`config.mk`:
```
export PLATFORM = sky130hd
export DESIGN_NAME = demux_sel_sequencer
export DESIGN_NICKNAME = d
export VERILOG_FILES = /design/src/rtl/demux_pkg.sv /design/src/rtl/demux_next_ch.sv /design/src/rtl/demux_sel_sequencer.sv
export SDC_FILE = /design/constraint.sdc
export NUM_CORES = 1
export LEC_CHECK = 0
export CELL_PAD_IN_SITES_DETAIL_PLACEMENT = 1
export CELL_PAD_IN_SITES_GLOBAL_PLACEMENT = 1
export CORE_MARGIN = 5
export CORE_UTILIZATION = 43
export DETAILED_ROUTE_END_ITERATION = 10
export PLACE_DENSITY_LB_ADDON = 0.1
export SLEW_MARGIN = 20
export SYNTH_ARGS = -nofsm -noshare
export SYNTH_HDL_FRONTEND = slang
export SYNTH_SLANG_ARGS = --single-unit
```
`constraint.sdc`:
```
create_clock -name clk -period 4.4 [get_ports clk]
set_input_delay 0.44 -clock clk [delete_from_list [all_inputs] [get_ports clk]]
set_output_delay 0.44 -clock clk [all_outputs]
set_load 0.005 [all_outputs]
```
`src/rtl/demux_pkg.sv`:
```
`default_nettype none
// ============================================================================
//  Module      : demux_pkg
//  Description : Shared types and constants for the demux1x8 select
//                sequencer and its companion blocks. Holds the channel
//                geometry, the sequencer state type, the channel index type
//                and a helper that finds the lowest enabled channel of a mask.
//  Revision    : 1.0 - initial release
// ============================================================================
package demux_pkg;

    localparam int SEL_W  = 3;
    localparam int NUM_CH = 8;

    typedef logic [SEL_W-1:0] ch_idx_t;

    typedef enum logic [1:0] {
        IDLE = 2'd0,
        WAIT = 2'd1,
        HOLD = 2'd2
    } state_t;

    // Lowest set bit of the mask; 0 when the mask is empty (callers never
    // use the result in that case).
    function automatic ch_idx_t first_enabled(input logic [NUM_CH-1:0] mask);
        ch_idx_t idx;
        idx = '0;
        for (int i = NUM_CH - 1; i >= 0; i--) begin
            if (mask[i]) idx = ch_idx_t'(i);
        end
        return idx;
    endfunction

endpackage
`default_nettype wire

```
`src/rtl/demux_next_ch.sv`:
```
`default_nettype none
// ============================================================================
//  Module      : demux_next_ch
//  Description : Combinational round-robin step. Given a channel enable mask
//                and the current channel, returns the next enabled channel
//                strictly above the current one (modulo NUM_CH) and flags a
//                wrap when that next channel is not above the current one.
//                With only the current channel enabled the result is the
//                current channel itself and the wrap flag is set.
//  Ports       : i_mask [NUM_CH-1:0] channel enable mask
//                i_cur  [SEL_W-1:0]  current channel index
//                o_next [SEL_W-1:0]  next enabled channel index
//                o_wrap              next index <= current index
//  Revision    : 1.0 - initial release
// ============================================================================
module demux_next_ch
    import demux_pkg::*;
(
    input  logic [NUM_CH-1:0] i_mask,
    input  ch_idx_t           i_cur,
    output ch_idx_t           o_next,
    output logic              o_wrap
);

    // Walk the distances from farthest to nearest so the nearest enabled
    // channel is the last assignment. Distance NUM_CH lands on i_cur itself,
    // which covers the single-channel case.
    always_comb begin
        o_next = i_cur;
        for (int i = NUM_CH; i >= 1; i--) begin
            if (i_mask[i_cur + ch_idx_t'(i)]) o_next = i_cur + ch_idx_t'(i);
        end
        o_wrap = (o_next <= i_cur);
    end

endmodule
`default_nettype wire

```
`src/rtl/demux_sel_sequencer.sv`:
```
`default_nettype none
// ============================================================================
//  Module      : demux_sel_sequencer
//  Description : Upstream driver for demux1x8. Accepts serial bits over a
//                valid/ready handshake and presents each bit on dm_in/dm_sel
//                for HOLD_CYCLES cycles, stepping round-robin through the
//                enabled channels. frame_done pulses on the return to WAIT
//                after the last enabled channel. All selection decisions are
//                registered so the demux itself stays combinational.
//  Option      : DEMUX_SEQ_PARITY_EN adds parity_out, the XOR of all bits of
//                the most recently completed frame.
//  Ports       : clk        rising-edge clock
//                rst_n      synchronous active-low reset
//                start      begin a run (IDLE only, needs ch_en != 0)
//                stop       finish the current frame, then go IDLE
//                ch_en      channel enable mask, captured on accepted start
//                s_valid    serial data valid
//                s_data     serial data bit
//                s_ready    block accepts a bit this cycle
//                dm_in      demux data, 0 while dm_strobe = 0
//                dm_sel     demux select, holds last value between strobes
//                dm_strobe  dm_in / dm_sel valid
//                frame_done one-cycle end-of-frame pulse
//                busy       not IDLE
//                parity_out frame parity (DEMUX_SEQ_PARITY_EN only)
//  Revision    : 1.0 - initial release
// ============================================================================
module demux_sel_sequencer #(
    parameter int SEL_W       = 3,
    parameter int NUM_CH      = 8,
    parameter int HOLD_CYCLES = 2
) (
    input  logic              clk,
    input  logic              rst_n,
    input  logic              start,
    input  logic              stop,
    input  logic [NUM_CH-1:0] ch_en,
    input  logic              s_valid,
    input  logic              s_data,
    output logic              s_ready,
    output logic              dm_in,
    output logic [SEL_W-1:0]  dm_sel,
    output logic              dm_strobe,
    output logic              frame_done,
    output logic              busy
`ifdef DEMUX_SEQ_PARITY_EN
    ,
    output logic              parity_out
`endif
);

    import demux_pkg::*;

    localparam logic [7:0] c_HOLD_LOAD = 8'(HOLD_CYCLES - 1);

    state_t            r_state;
    state_t            w_state_nxt;
    logic [NUM_CH-1:0] r_mask;
    ch_idx_t           r_cur;
    ch_idx_t           r_sel;
    logic              r_data;
    logic [7:0]        r_cnt;
    logic              r_stop_pend;
    logic              r_frame_done;

    ch_idx_t           w_next;
    logic              w_wrap;
    logic              w_start_ok;
    logic              w_hold_last;
    logic              w_stop_eff;

    demux_next_ch u_next_ch (
        .i_mask (r_mask),
        .i_cur  (r_cur),
        .o_next (w_next),
        .o_wrap (w_wrap)
    );

    assign w_start_ok  = start && (ch_en != '0);
    assign w_hold_last = (r_state == HOLD) && (r_cnt == 8'd0);
    // A stop arriving in the very cycle the frame ends still counts.
    assign w_stop_eff  = r_stop_pend || stop;

    // ---------------- state register ----------------
    always_ff @(posedge clk) begin
        if (!rst_n) begin
            r_state <= IDLE;
        end else begin
            r_state <= w_state_nxt;
        end
    end

    // ---------------- next-state logic ----------------
    always_comb begin
        w_state_nxt = r_state;
        case (r_state)
            IDLE: if (w_start_ok) w_state_nxt = WAIT;
            WAIT: if (s_valid)    w_state_nxt = HOLD;
            HOLD: begin
                if (w_hold_last) begin
                    w_state_nxt = (w_wrap && w_stop_eff) ? IDLE : WAIT;
                end
            end
            default: w_state_nxt = IDLE;
        endcase
    end

    // ---------------- output logic ----------------
    always_comb begin
        s_ready    = (r_state == WAIT);
        dm_strobe  = (r_state == HOLD);
        dm_in      = r_data && (r_state == HOLD);
        dm_sel     = r_sel;
        frame_done = r_frame_done;
        busy       = (r_state != IDLE);
    end

    // ---------------- datapath ----------------
    always_ff @(posedge clk) begin
        if (!rst_n) begin
            r_mask       <= '0;
            r_cur        <= '0;
            r_sel        <= '0;
            r_data       <= 1'b0;
            r_cnt        <= 8'd0;
            r_stop_pend  <= 1'b0;
            r_frame_done <= 1'b0;
        end else begin
            r_frame_done <= 1'b0;
            case (r_state)
                IDLE: begin
                    // stop is meaningless here and is simply dropped.
                    if (w_start_ok) begin
                        r_mask <= ch_en;
                        r_cur  <= first_enabled(ch_en);
                    end
                end
                WAIT: begin
                    if (stop) r_stop_pend <= 1'b1;
                    if (s_valid) begin
                        r_data <= s_data;
                        r_sel  <= r_cur;
                        r_cnt  <= c_HOLD_LOAD;
                    end
                end
                HOLD: begin
                    if (stop) r_stop_pend <= 1'b1;
                    if (!w_hold_last) begin
                        r_cnt <= r_cnt - 8'd1;
                    end else begin
                        r_cur <= w_next;
                        if (w_wrap) begin
                            r_frame_done <= 1'b1;
                            if (w_stop_eff) r_stop_pend <= 1'b0;
                        end
                    end
                end
                default: ;
            endcase
        end
    end

`ifdef DEMUX_SEQ_PARITY_EN
    logic r_acc;
    logic r_parity;

    // Accumulate every accepted bit; publish and clear at each frame end.
    always_ff @(posedge clk) begin
        if (!rst_n) begin
            r_acc    <= 1'b0;
            r_parity <= 1'b0;
        end else if (r_state == IDLE) begin
            if (w_start_ok) r_acc <= 1'b0;
        end else if (r_state == WAIT) begin
            if (s_valid) r_acc <= r_acc ^ s_data;
        end else if (w_hold_last && w_wrap) begin
            r_parity <= r_acc;
            r_acc    <= 1'b0;
        end
    end

    assign parity_out = r_parity;
`endif

endmodule
`default_nettype wire

```
======== Word level (Yosys, flattened, before mapping) ========
Cells that the tools add are included.
word-level totals
  word-level logic and storage cells ...... 93
  bits in registers ....................... 27
  output and inout port bits .............. 8
cells by class
  eq/ne operators ......................... 6
  mux-type cells .......................... 46
  order comparisons ....................... 8
  reductions and logical operators ........ 17
  $add $sub $neg .......................... 8
operator list
  kind                                                                   number
  3-bit two-way mux                                                      17
  3-bit by 4-bit < comparator with 1-bit output (second input constant)  7
  1-bit binary-select mux with 3-bit select                              7
  8-bit two-way mux                                                      2
  8-bit case mux with 2 select lines                                     1
  1-bit two-way mux                                                      13
  3-bit adder (second input constant)                                    4
  3-bit AND reduction                                                    4
  8-bit zero test                                                        1
  8-bit nonzero test                                                     1
  8-bit by 1-bit subtractor with 8-bit output (second input constant)    1
  3-bit by 2-bit adder with 3-bit output (second input constant)         2
  2-bit two-way mux                                                      3
  2-bit inequality test (second input constant)                          3
  2-bit case mux with 3 select lines                                     1
  3-bit case mux with 2 select lines                                     1
  2-bit nonzero test                                                     3
  1-bit logical AND                                                      4
  2-bit AND reduction                                                    2
  3-bit by 1-bit adder with 3-bit output (second input constant)         1
  3-bit <= comparator                                                    1
  2-bit by 1-bit == test with 1-bit output (second input constant)       1
  2-bit == test (second input constant)                                  1
  2-bit zero test                                                        1
  3 further kinds                                                        3

======== Depth between registers and ports, before layout ========
Gate-level depths: netlist (run 1).
  word-level depth ........................ 15
  depth in mapped cells ................... 18

======== By module ========
From an unflattened synthesis (run 1), not the netlist that was laid out.
second synthesis, totals
  cell total of the unflattened synthesis .. 266
  area, all modules ....................... 2346.0 sq um
by module, submodules not included
  module               instances  seq. area each (sq um)  cells an instance  area an instance (sq um)
  demux_sel_sequencer  1          540.5                   163                1321.3
  demux_next_ch        1          0.0                     103                1024.7

======== Worst setup path after synthesis (run 1) ========
OpenSTA, ideal clock, no wires.
  kind .................................... register to register
  from .................................... register r_cur[1]
  to ...................................... register r_state[0]
  path slack .............................. 0.511 ns
  arrival time ............................ 3.817 ns
  stages on the path, launching flop included .. 17
  cell sequence ........................... dfxtp_1 clkbuf_1 inv_1 ha_1 buf_6 mux4_2 mux2_2 a31o_1 a221o_1 xnor2_1 ha_1 nor2b_1 o21ai_0 a32oi_1 o21ai_0 a2111o_1 a21oi_1
between the ends
  word-level cells in the longest chain between the ends .. 15
ends and longest elaborated chain
  what                                       RTL line                    RTL
  start, declared                            demux_sel_sequencer.sv:59   ch_idx_t r_cur;
  start signal, assigned                     demux_sel_sequencer.sv:135  r_cur <= first_enabled(ch_en);
  start signal, assigned                     demux_sel_sequencer.sv:151  r_cur <= w_next;
  3-bit adder                                demux_next_ch.sv:31         if (i_mask[i_cur + ch_idx_t'(i)]) o_next = i_cur + ch_idx_t'(i);
  1-bit binary-select mux with 3-bit select  demux_next_ch.sv:31
  1-bit two-way mux (implied by the code)    demux_next_ch.sv:31
  3-bit two-way mux (7 in series)            demux_next_ch.sv:31
  3-bit <= comparator (*)                    demux_next_ch.sv:33         o_wrap = (o_next <= i_cur);
  1-bit logical AND (*)                      demux_sel_sequencer.sv:101  w_state_nxt = (w_wrap && w_stop_eff) ? IDLE : WAIT;
  1-bit two-way mux (*)                      demux_sel_sequencer.sv:101
  2-bit two-way mux (*)                      demux_sel_sequencer.sv:100  if (w_hold_last) begin
  2-bit case mux with 3 select lines (*)     demux_sel_sequencer.sv:96   case (r_state)
  end signal, assigned                       demux_sel_sequencer.sv:89   r_state <= w_state_nxt;
  end, declared                              demux_sel_sequencer.sv:56   state_t r_state;
Every way passes the cells marked *; elsewhere a longest branch is shown, timed or not. The select of a mux whose other input is x is not followed.
A chain may end at the register's enable or synchronous reset.

======== Final worst setup path (run 1) ========
Ends and elaborated chain as after synthesis.

==> results of run 1 <==
==> metrics by stage <==
step,std cells,utilization,power [mW]
after floorplan,260,-,1.22
after global placement,335,0.492,1.42
after detailed placement,335,0.492,1.45
after CTS,339,0.503,1.60
after global routing,339,0.503,1.76
final,339,0.503,1.59
==> routing by layer <==
layer  vias to the layer above  wire length (µm)
li1                        976                 -
met1                       951              2790
met2                        30              2410
met3                        10               140
met4                         0               106
met5                         -                 0
==> cells by family (layout without fill, tap and decap cells) <==
family,after synthesis,after routing,share of synthesized area
simple gates,98,98,0.228
compound gates,64,64,0.193
buf+inv,31,43,0.0636
flops,27,27,0.257
mux,18,18,0.147
fa+ha+maj,11,11,0.0654
xor+xnor,11,11,0.0458
==> cell type report <==
cell class              instances  area, µm²
clock buffers                   3       41.3
clock inverters                 1       7.51
fillers                       603       2360
inverters                      16       60.1
multi-input cells             202       1430
flip-flops and latches         27        541
well taps                      67       83.8
repair buffers                 23        225
==> flip-flops by register name (all words and copies together) (netlist names) <==
signal and count:
dm_sel 3, frame_done 1, r_cnt 8, r_cur 3, r_data 1, r_mask 8
r_state 2, r_stop_pend 1
==> power by group <==
group	leakage (nW)	internal (mW)	switching, mW	total, mW
combinational	0.642	0.476	0.575	1.05
sequential	0.221	0.312	0.0818	0.394
clock	0.0217	0.0644	0.0839	0.148
total	0.884	0.853	0.740	1.59
==> critical path, stage by stage (launching register included) <==
cell      delay, ns
dfxtp_1        0.34
inv_1          0.14
ha_1           0.49
mux4_2         0.61
mux2_2         0.34
nor2_1         0.15
nand2_1        0.07
a211oi_1       0.26
nor2_1         0.07
ha_1           0.29
nor2b_1        0.12
o21ai_0        0.08
a32oi_1        0.24
o21ai_0        0.14
a2111o_1       0.43
a21oi_1        0.11
==> layout by cell type, fill, tap and decap left out, types with 3 or more instances in the layout <==
master / n
clkdlybuf4s50_1: 21
o21ai_1: 3
a21oi_1: 25
o221ai_1: 3
ha_1: 11
nand2_1: 35
o22ai_1: 3
nand2b_1: 4
clkbuf_8: 3
inv_1: 14
dfxtp_1: 27
xnor2_1: 5
a22oi_1: 3
xor2_1: 6
mux2_2: 4
nor2_1: 20
nor3_1: 4
mux4_2: 10
nand3_1: 15
mux2i_1: 4
o21ai_0: 8
==> worst max-delay path by stage <==
stage          startpoint          to  slack, ns  depth (start not counted)
3_3_place_gp     r_cur[1]  r_state[0]       0.58                         15
4_1_cts          r_cur[1]  r_state[0]       0.45                         15
3_5_place_dp     r_cur[1]  r_state[0]       0.48                         15
2_1_floorplan    r_cur[1]  r_state[0]       0.51                         16
5_1_grt          r_cur[1]  r_state[0]       0.09                         15
6_report         r_cur[1]  r_state[0]       0.45                         15
==> reports/metrics.cfg, run 1 <==
[timing]
setup_tns_ns=0
period_share=0.897
timing.final.ws_setup_ns=0.452
relSlewSlack=0.562
fmax_mhz=253
skew_ns=0.00874
rsz0062_at_grt=false
hold_violations=0
fin_crit_ns=3.95
drv_slew=0
setup_viol=0
worstMarginPinSlew_ns=0.656
hold_slack_ns=0.459

[route]
drtIter0Drc=109
antenna_left=0
via_per_inst=5.80
firstDrtPassIters=4
routedWlPerCell_um=16.1
drc_errors=0
dr_total_vias=1967
drt_wl_total_mm=5.44

[yosys]
yosys_register_bits=27
synth.area.top_cells=dfxtp_1 (26%), mux4_2 (11%), ha_1 (6.5%), nand2_1 (6.2%), a21oi_1 (5.9%)
yosys-top-cells-count=nand2_1 (35), dfxtp_1 (27), a21oi_1 (25)
yosysTopAreaCellShare=0.257
syn_inst=260
synth_edf_count=0
synth_most_common_cell=nand2_1
async_flop_share=0
yosys_warnings=0
synth_flop_cell=dfxtp_1
synth_nets=285
synthDistinctLibCells=53
synth_area_um2=2110
avgSynthCellArea_um2=8.10
synth_area_leader_cell=dfxtp_1
ys_seq_area_frac=0.257

[cts]
cts_resized=0
cts_root_buf=clkbuf_8
clock_path_buffers=2
cts.sinks=27
path_clk_slew_ns=0.10
clk_latency_ns=0.28
htreeDepth=1
cts_tree=built
cts_setup_buffers=0
cts-buffers-inserted=3
hold_buffers=0

[global_routing]
antenna_found_initial=0
grt_start_max_net_pins=19
use_met3=0.0192
gr-total-overflow=0
use_met1=0.256
grt_pass1_vias=1955
grt_pass1_wl_mm=9.25
track_usage=0.182
busiest_layer=met2
grt_use_met2=0.287

[place]
port_buffers=21
dpl_cell_area_um2=2340
gp_congestion=0.885
place_hpwl_mm=4.20
pre_cts_slack_ns=0.476

[setup_path]
crit_required_ns=4.61
worstSetupStartpointType=flop
r2r_end=r_state[0]
ff2ff_path_depth=15
r2r-start=r_cur[1]
crit_fanout=8
rrSetupSlack_ns=0.45
crit_arrival_ns=4.16
setup.worst_path.end_class=flop
path_class=reg2reg

[pwr]
peakVddDrop_v=0.000241
p_leak_nw=0.884
power.density_nw_per_um2=667

[layout]
n_antenna_cell=0
nNetsFinal=298
fin_area_um2=2390
areaGrowthSynthToFinish_pct=13.5
drive_above_1_share=0.0846

[die]
die_y_um=80.0
core-area_um2=4750
rows=25
dieArea_um2=6400
die_w_um=80.0
io_pins=22
initial_core_util=0.443

[worst_hold_path]
hold_end=r_data
hold_class=reg2reg
hp-start=r_data
min_path_cells=2

[flow_run]
drv_cap=0

[run_status]
status=complete, no violations

(Power assumes the default switching activity.)
==> run 2: changes to the inputs <==
Settings changed: CAP_MARGIN from default to 5, CORE_UTILIZATION 43 to 44, CTS_BUF_LIST from default to sky130_fd_sc_hd__clkbuf_2 sky130_fd_sc_hd__clkbuf_4 sky130_fd_sc_hd__clkbuf_8.
Clock period 4.4 ns to 3.75 ns, I/O delays scaled along.
==> reports/metrics.cfg, run 2 (synthesized netlist as in run 1, its figures left out) <==
[run_status]
status=complete, no violations

[place]
place_hpwl_mm=4.59
port_buffers=21
gp_congestion=0.884
dpl_cell_area_um2=2370

[setup_path]
crit_arrival_ns=3.78
ff2ff_path_depth=14
crit_required_ns=3.96
crit_slowest_cell=mux4_2
crit_fanout=4
rrSetupSlack_ns=0.18
setup.worst_path.end_class=flop
r2r-start=r_cur[1]
worstSetupStartpointType=flop
path_class=reg2reg
crit_chain=inv_1 -> ha_4 -> mux4_2 -> mux2_2 -> a31o_1 -> a221o_1 -> xnor2_1 -> ha_1 -> nor2b_1 -> o21ai_0 -> a32oi_1 -> o21ai_1 -> a2111o_1 -> a21oi_1
r2r_end=r_state[0]
critPathMaxStageDelay_ns=0.52

[route]
antenna_left=0
via_per_inst=6.10
drtIter0Drc=110
firstDrtPassIters=4
dr_total_vias=2049
drc_errors=0
drt_wl_total_mm=6.13
routedWlPerCell_um=18.2

[layout]
layout_commonest_cell=nand2_1
post-route-util=0.530
fin_area_um2=2490
nNetsFinal=308
n_antenna_cell=0
drive_above_1_share=0.135
final_cell_mix=nand2_1 (35), dfxtp_1 (26), a21oi_1 (25)
areaGrowthSynthToFinish_pct=18.1
top_regs=r_cnt x8, r_mask x8
num-fill-cells=580

[worst_hold_path]
min_path_cells=2
hold_end=r_data
hp-start=r_data
hold_class=reg2reg

[flow_run]
drv_cap=0

[global_routing]
grt_pass1_wl_mm=10.3
gr-total-overflow=0
grt_pass1_vias=2088
antenna_found_initial=0
grt_start_max_net_pins=19
track_usage=0.206

[timing]
period_share=0.952
skew_ns=0.00824
drv_slew=0
relSlewSlack=0.595
hold_violations=0
fin_crit_ns=3.57
setup_viol=0
worstMarginPinSlew_ns=0.607
rsz0062_at_grt=false
setup_tns_ns=0
fmax_mhz=280

[cts]
cts-buffers-inserted=3
path_clk_slew_ns=0.10
clock_path_buffers=2
cts_root_buf=clkbuf_8
hold_buffers=0
cts_tree=built
cts.sinks=27
clk_latency_ns=0.28
htreeDepth=1

[die]
core-area_um2=4690
initial_core_util=0.449
io_pins=22
die_y_um=79.2
dieArea_um2=6270
die_w_um=79.2
rows=25

[pwr]
power.density_nw_per_um2=861
p_leak_nw=0.943
peakVddDrop_v=0.000287

==> run 2: per-stage QoR <==
stage / std cells / power, mW / hold WS (ns) / setup WS [ns]
after floorplan: 260 / 1.44 / 0.432 / 0.00347
after global placement: 328 / 1.71 / 0.444 / 0.169
after detailed placement: 328 / 1.75 / 0.450 / -0.0449
after CTS: 334 / 2.00 / 0.466 / 0.0418
after global routing: 336 / 2.32 / 0.494 / 0.0257
final: 336 / 2.14 / 0.460 / 0.180
==> run 2: layout make-up <==
cell class,instances,area [µm²],share of cell area
multi-input combinational,202,1460,0.589
sequential,27,542,0.218
timing repair buffer,33,304,0.122
tap,54,67.6,0.0272
inverter,16,60.1,0.0242
clock buffer,3,41.3,0.0166
clock inverter,1,7.51,0.00302
==> run 2: worst max path at each step <==
stage / startpoint / to / depth (start not counted)
2_1_floorplan: r_cur[0] / r_state[0] / 17
3_3_place_gp: r_cur[1] / r_state[0] / 14
3_5_place_dp: r_cur[1] / r_state[0] / 14
4_1_cts: r_cur[1] / r_state[0] / 14
5_1_grt: r_cur[1] / r_state[0] / 15
6_report: r_cur[1] / r_state[0] / 14
==> run 2: repair_timing <==
| action | CTS | global route |
|---|---|---|
| cloned | 0 | 0 |
| gates resized for setup | 1 | 6 |
| pin swaps | 1 | 3 |
| setup buffers | 2 | 2 |
| endpoints found under the setup margin | 1 | 1 |
==> run 2: power by group <==
group          switching (mW)  internal (mW)  leakage, nW
clock network          0.0989         0.0756       0.0217
logic                   0.772          0.728        0.700
registers              0.0992          0.368        0.221
==> run 2: metal layers <==
metal | wire length (µm) | share of wire | global-route usage | vias to the layer above
met5 | 0 | 0 | 0 | -
met4 | 66 | 0.011 | 0.0447 | 0
met2 | 2960 | 0.48 | 0.355 | 42
li1 | - | - | - | 991
met3 | 220 | 0.036 | 0.0238 | 6
met1 | 2880 | 0.47 | 0.277 | 1010
==> run 2: worst max-delay path, delay by kind of cell (launching register included) <==
family	cells	cell delay [ns]
buffers and inverters	1	0.08
DFF	1	0.34
xor gates and xnor gates	1	0.14
muxes	2	0.83
and+or+nand+nor	1	0.10
AOI/OAI and AO/OA	7	1.51
adders and majority gates	2	0.50
==> edit 1 (settings of run 2) <==
Build with the macro `DEMUX_SEQ_PARITY_EN` defined.
--- a/src/rtl/demux_sel_sequencer.sv
+++ b/src/rtl/demux_sel_sequencer.sv
@@ -25,6 +25,8 @@
 //                parity_out frame parity (DEMUX_SEQ_PARITY_EN only)
 //  Revision    : 1.0 - initial release
 // ============================================================================
+`define DEMUX_SEQ_PARITY_EN
+
 module demux_sel_sequencer #(
     parameter int SEL_W       = 3,
     parameter int NUM_CH      = 8,
Behaviour (old outputs only; new: parity_out): unchanged (equiv_simple and equiv_induct, registers matched by name and starting in step).
==> edit 1 against run 2 <==
- the flow now finishes with violations (setup timing)
- sequential share of layout area shrank 1.1 points
- setup slack lost 0.19 ns
- utilization grew 2.9 points
- critical endpoint is now r_acc
- non-clock buffer count grew 4
- routed wire length grew 14%
- sequential power grew 2%
- power grew 8.5%
- critical path type unchanged
- area after synthesis grew 7.2%
- sequential cell count grew 2
- design area grew 13%
==> edit 1: results (changes against run 2) <==
[place]
placed_cells = 355  ; +8.2%
numPortBuffers = 22  ; +4.8%
place_congestion = 0.8274  ; -6.4%
hpwl_microns = 5101  ; +11%

[synth]
synth_seq_area_share_pct = 25.71  ; +0.038 points
yosys.area_share.adder_pct = 6.094  ; -0.44 points
ys_top_cells_by_area = dfxtp_1 (26%), mux2i_1 (8.9%), mux4_2 (8.0%)
synthTopCellsByCount = nor2_1 (36), dfxtp_1 (29), nand2_1 (24)
postSynthCellCount = 267  ; +2.7%
synth_xor_area_share_pct = 3.878  ; -0.70 points
synth_fp_nets = 292  ; +2.5%
synth_cell_types = 60  ; +13%

[sta]
setup_ws_ns = -0.01256  ; -0.1923 ns
worst_pin_slew_ns = 0.8866  ; +0.2801 ns
fin_skew_ns = 0.01029  ; +0.002050 ns
finalSetupViolCount = 1  ; +1

[run_status]
violations = setup timing
status = finished with violations

[clock_tree]
cts_made_buffers = 5  ; +2
clkSlewWorstSetupHoldPaths_ns = 0.07  ; -0.03 ns
htree_levels = 2  ; +1

[global_route]
grt_pass1_wl_microns = 11130  ; +7.7%
grt_max_degree = 20  ; +1

[pwr]
peakVddDrop_mv = 0.4266  ; +49%

[layout]
stdcell_count = 371  ; +10%

[worst_setup_path]
critical_path.max_fanout = 6  ; +2
worst_ep_arrival_time_ns = 3.93  ; +0.15 ns

## edit 1: cell count changes in the layout (fill, tap and decap cells not counted), moves of 4 or more
cell,run 2,this run
mux2i_1,4,20
a21oi_1,25,18
nor2_1,20,36
nand3_1,15,9
inv_1,14,10
nand2_1,35,24
## edit 1: cell families after synthesis
logic type	after synthesis
muxes	33
and+or+nand+nor	93
DFF	29
buffers and inverters	26
AOI/OAI and AO/OA	65
xor gates and xnor gates	10
adders and majority gates	11
## edit 1: final timing paths
kind	slack (ns)	to	depth (start not counted)	startpoint
worst max-delay path	-0.01	r_acc	16	r_cur[0]
worst min-delay path	0.46	dm_sel[2]	2	dm_sel[2]
worst max register to register	-0.01	r_acc	16	r_cur[0]
worst min register to register	0.46	dm_sel[2]	2	dm_sel[2]
## edit 1: power breakdown
part           total (mW)  switching (mW)  internal [mW]
combinational        1.50           0.790          0.706
clock               0.351           0.127          0.224
sequential          0.476          0.0904          0.385
total                2.32            1.01           1.32
## edit 1: repair_timing
item,in CTS,in global routing
endpoints found under the setup margin,0,4
buffers inserted,0,8
hold endpoints to repair,0,0
resized for setup,0,12
## edit 1: through the flow
stage	hold WS, ns	cell area, sq um	TNS [ns]	utilization (%)	setup slack (ns)
finish	0.4559	2819	-0.01256	55.91	-0.01256
global route	0.4969	2819	-0.3113	55.91	-0.1466
CTS	0.4606	2708	0	53.70	0.009175
detailed placement	0.4507	2587	0	51.32	0.03817
global placement	0.4389	2587	0	51.32	0.1539
floorplan	0.4317	2297	0	-	0.005540
## edit 1: routing by layer
layer  wire, microns  GRT usage (%)  vias to the layer above
li1                -              -                     1051
met1            3285          29.56                     1079
met2            3445          35.50                       35
met3             141          3.728                       13
met4             130          6.977                        0
met5               0              0                        -
## edit 1: layout make-up
type	count	area, sq um	area share, %
Multi-Input combinational cell	212	1625	57.66
Inverter	15	61.31	2.175
Sequential cell	29	584.3	20.73
Clock inverter	1	30.03	1.065
Clock buffer	7	90.09	3.196
Tap cell	70	87.58	3.107
Timing Repair Buffer	37	340.3	12.07
## edit 1: worst max-delay path, stage by stage, from the launching register on
cell and delay (ns):
dfxtp_4 0.38, inv_6 0.04, ha_4 0.30, mux4_2 0.56
mux2_4 0.33, a311oi_2 0.21, o21ai_1 0.12, nor3_2 0.21
nor2_1 0.09, ha_1 0.31, nor2b_4 0.14, o21ai_2 0.13
a32oi_2 0.09, buf_4 0.18, o311ai_4 0.23, a31oi_1 0.12
a41o_1 0.21
==> edit 2 (settings of run 2) <==
Made on the original files. Re-encode `state_t` (3 states) as one-hot, 3 bits wide.
--- a/src/rtl/demux_pkg.sv
+++ b/src/rtl/demux_pkg.sv
@@ -14,10 +14,10 @@
 
     typedef logic [SEL_W-1:0] ch_idx_t;
 
-    typedef enum logic [1:0] {
-        IDLE = 2'd0,
-        WAIT = 2'd1,
-        HOLD = 2'd2
+    typedef enum logic [2:0] {
+        IDLE = 3'b001,
+        WAIT = 3'b010,
+        HOLD = 3'b100
     } state_t;
 
     // Lowest set bit of the mask; 0 when the mask is empty (callers never
Behaviour: same outputs for any inputs over 4 cycles, from zero or initial values and one cycle with rst_n low; so few cycles prove little.
==> edit 2 against run 2 <==
- synthesized cell count down 6.5%
- area after synthesis up 1.2%
- power down 26%
- design area up 1.1%
- die area up 1.1%
- setup slack worse by 0.027 ns
- sequential cell count up 1
- largest cell class unchanged
- routed wire length down 8.2%
- largest power group unchanged
- critical endpoint is now r_state[1]
==> edit 2: results (changes against run 2) <==
[run_status]
status = finished, final reports clean

[worst_setup_path]
start_kind = flop
worst_ep_arrival_time_ns = 3.79  ; about the same
cpPeakStageDelay_ns = 0.55  ; +0.03 ns
critical_path.max_fanout = 5  ; +1
startpoint = r_cur[1]

[route]
dr.pass1.iters = 4  ; unchanged
highest_layer = met4
dr.first_iter.drc_count = 65  ; -41%
wirelength_microns = 5622  ; -8.2%
m1WireLength_microns = 2701  ; -6.2%
routed-wl-met3_microns = 201  ; -8.6%
vias_per_cell = 5.855  ; -4.0%
wl_met2_microns = 2659  ; -10%

[global_route]
use_met2_pct = 30.38  ; -5.1 points
grtUsageMet3_pct = 3.047  ; +0.67 points
grt_max_degree = 25  ; +6
grt_use_met1_pct = 24.62  ; -3.1 points
grt_pass1_wl_microns = 9308  ; -9.9%
first_global_vias = 1931  ; -7.5%
antenna_found_initial = 0  ; unchanged
grtUsageTotal_pct = 18.26  ; -2.4 points

[synth]
synth_cell_types = 57  ; +7.5%
synthTopCellsByCount = dfxtp_1 (28), nor2_1 (24), nand2_1 (16), nor2b_1 (16), mux2i_1 (12)
async_reset_ff_share_pct = 0  ; unchanged
synthMuxAreaShare_pct = 17.96  ; +3.2 points
synth_xor_area_share_pct = 4.519  ; -0.056 points
yosys.area_share.adder_pct = 4.108  ; -2.4 points
yosys_warnings = 0  ; unchanged
ys_top_cells_by_area = dfxtp_1 (26%), mux4_2 (9.5%), mux2i_1 (5.6%)
synth_compound_area_share_pct = 19.01  ; -0.30 points
synth_fp_nets = 264  ; -7.4%
syn_area_per_cell_sq_um = 8.774  ; +8.3%
synth_seq_area_share_pct = 26.29  ; +0.62 points

[pwr]
power_leakage_nw = 0.9434  ; about the same
p_seq_mw = 0.422  ; -9.6%
cellInternalPower_mw = 0.9319  ; -20%
pwr-share-comb_pct = 57.9  ; -12 points
peakVddDrop_mv = 0.2376  ; -17%

[hold_path]
hp-class = reg -> reg
hold_path_startpoint = r_data

[layout]
reg.largest.list = r_cnt: 8 flops, r_mask: 8 flops
stdcell_count = 330  ; -1.8%
fillers = 560  ; -3.4%
nNetsFinal = 285  ; -7.5%
final_layout_size_suffix_gt1_share_pct = 12.93  ; -0.55 points
diodes = 0  ; unchanged

[place]
numPortBuffers = 21  ; unchanged
place_ws_ns = 0.1042  ; +0.1491 ns
place_congestion = 0.8748  ; -1.0%
hpwl_microns = 4306  ; -6.2%

[clock_tree]
htree_levels = 1  ; unchanged
cts_root_buf = clkbuf_8
cts_buffer_depth = 2  ; unchanged
cts_setup_buffers = 0  ; -2
clkSlewWorstSetupHoldPaths_ns = 0.10  ; about the same

[sta]
worst_pin_slew_ns = 0.8126  ; +0.2061 ns
fin_skew_ns = 0.003479  ; -0.004765 ns

-- edit 2: changes by cell type in the layout (fill, tap and decap cells not counted), moves of 5 or more --
cell / before / now
nand3_1: 15 / 5
nor2b_1: 2 / 16
buf_4: 11 / 6
a21oi_1: 25 / 11
mux2i_1: 4 / 12
nand2_1: 35 / 16
-- edit 2: worst max-delay path: cells and delay by family (launching register included) --
kind | cells | cell delay [ns]
flip-flops | 1 | 0.34
buffers and inverters | 1 | 0.10
adder cells (fa/ha/maj) | 2 | 0.61
multiplexers | 3 | 1.16
AO/OA/AOI/OAI | 8 | 1.28
-- edit 2: through the flow --
| stage | power (mW) | util [%] | cell area, sq um |
|---|---|---|---|
| global placement | 1.297 | 51.34 | 2425 |
| global route | 1.712 | 53.22 | 2514 |
| finish | 1.587 | 53.22 | 2514 |
| detailed placement | 1.322 | 51.34 | 2425 |
| floorplan | 1.084 | - | 2137 |
| CTS | 1.574 | 52.85 | 2496 |
-- edit 2: cell type report --
type / count / area share (%)
Clock inverter: 1 / 1.195
Sequential cell: 28 / 22.35
Tap cell: 67 / 3.335
Multi-Input combinational cell: 192 / 59.53
Clock buffer: 3 / 1.643
Inverter: 12 / 1.792
Timing Repair Buffer: 27 / 10.15
-- edit 2: final timing paths --
check | endpoint | slack [ns] | cells after the start
setup / recovery | r_state[1] | 0.15 | 14
hold / removal | r_data | 0.52 | 2
setup reg to reg | r_state[1] | 0.15 | 14
hold reg to reg | r_data | 0.52 | 2
-- edit 2: what timing repair did --
| action | in CTS | in global routing |
|---|---|---|
| setup endpoints to repair | 0 | 4 |
| resized for setup | 0 | 4 |
| hold endpoints to repair | 0 | 0 |
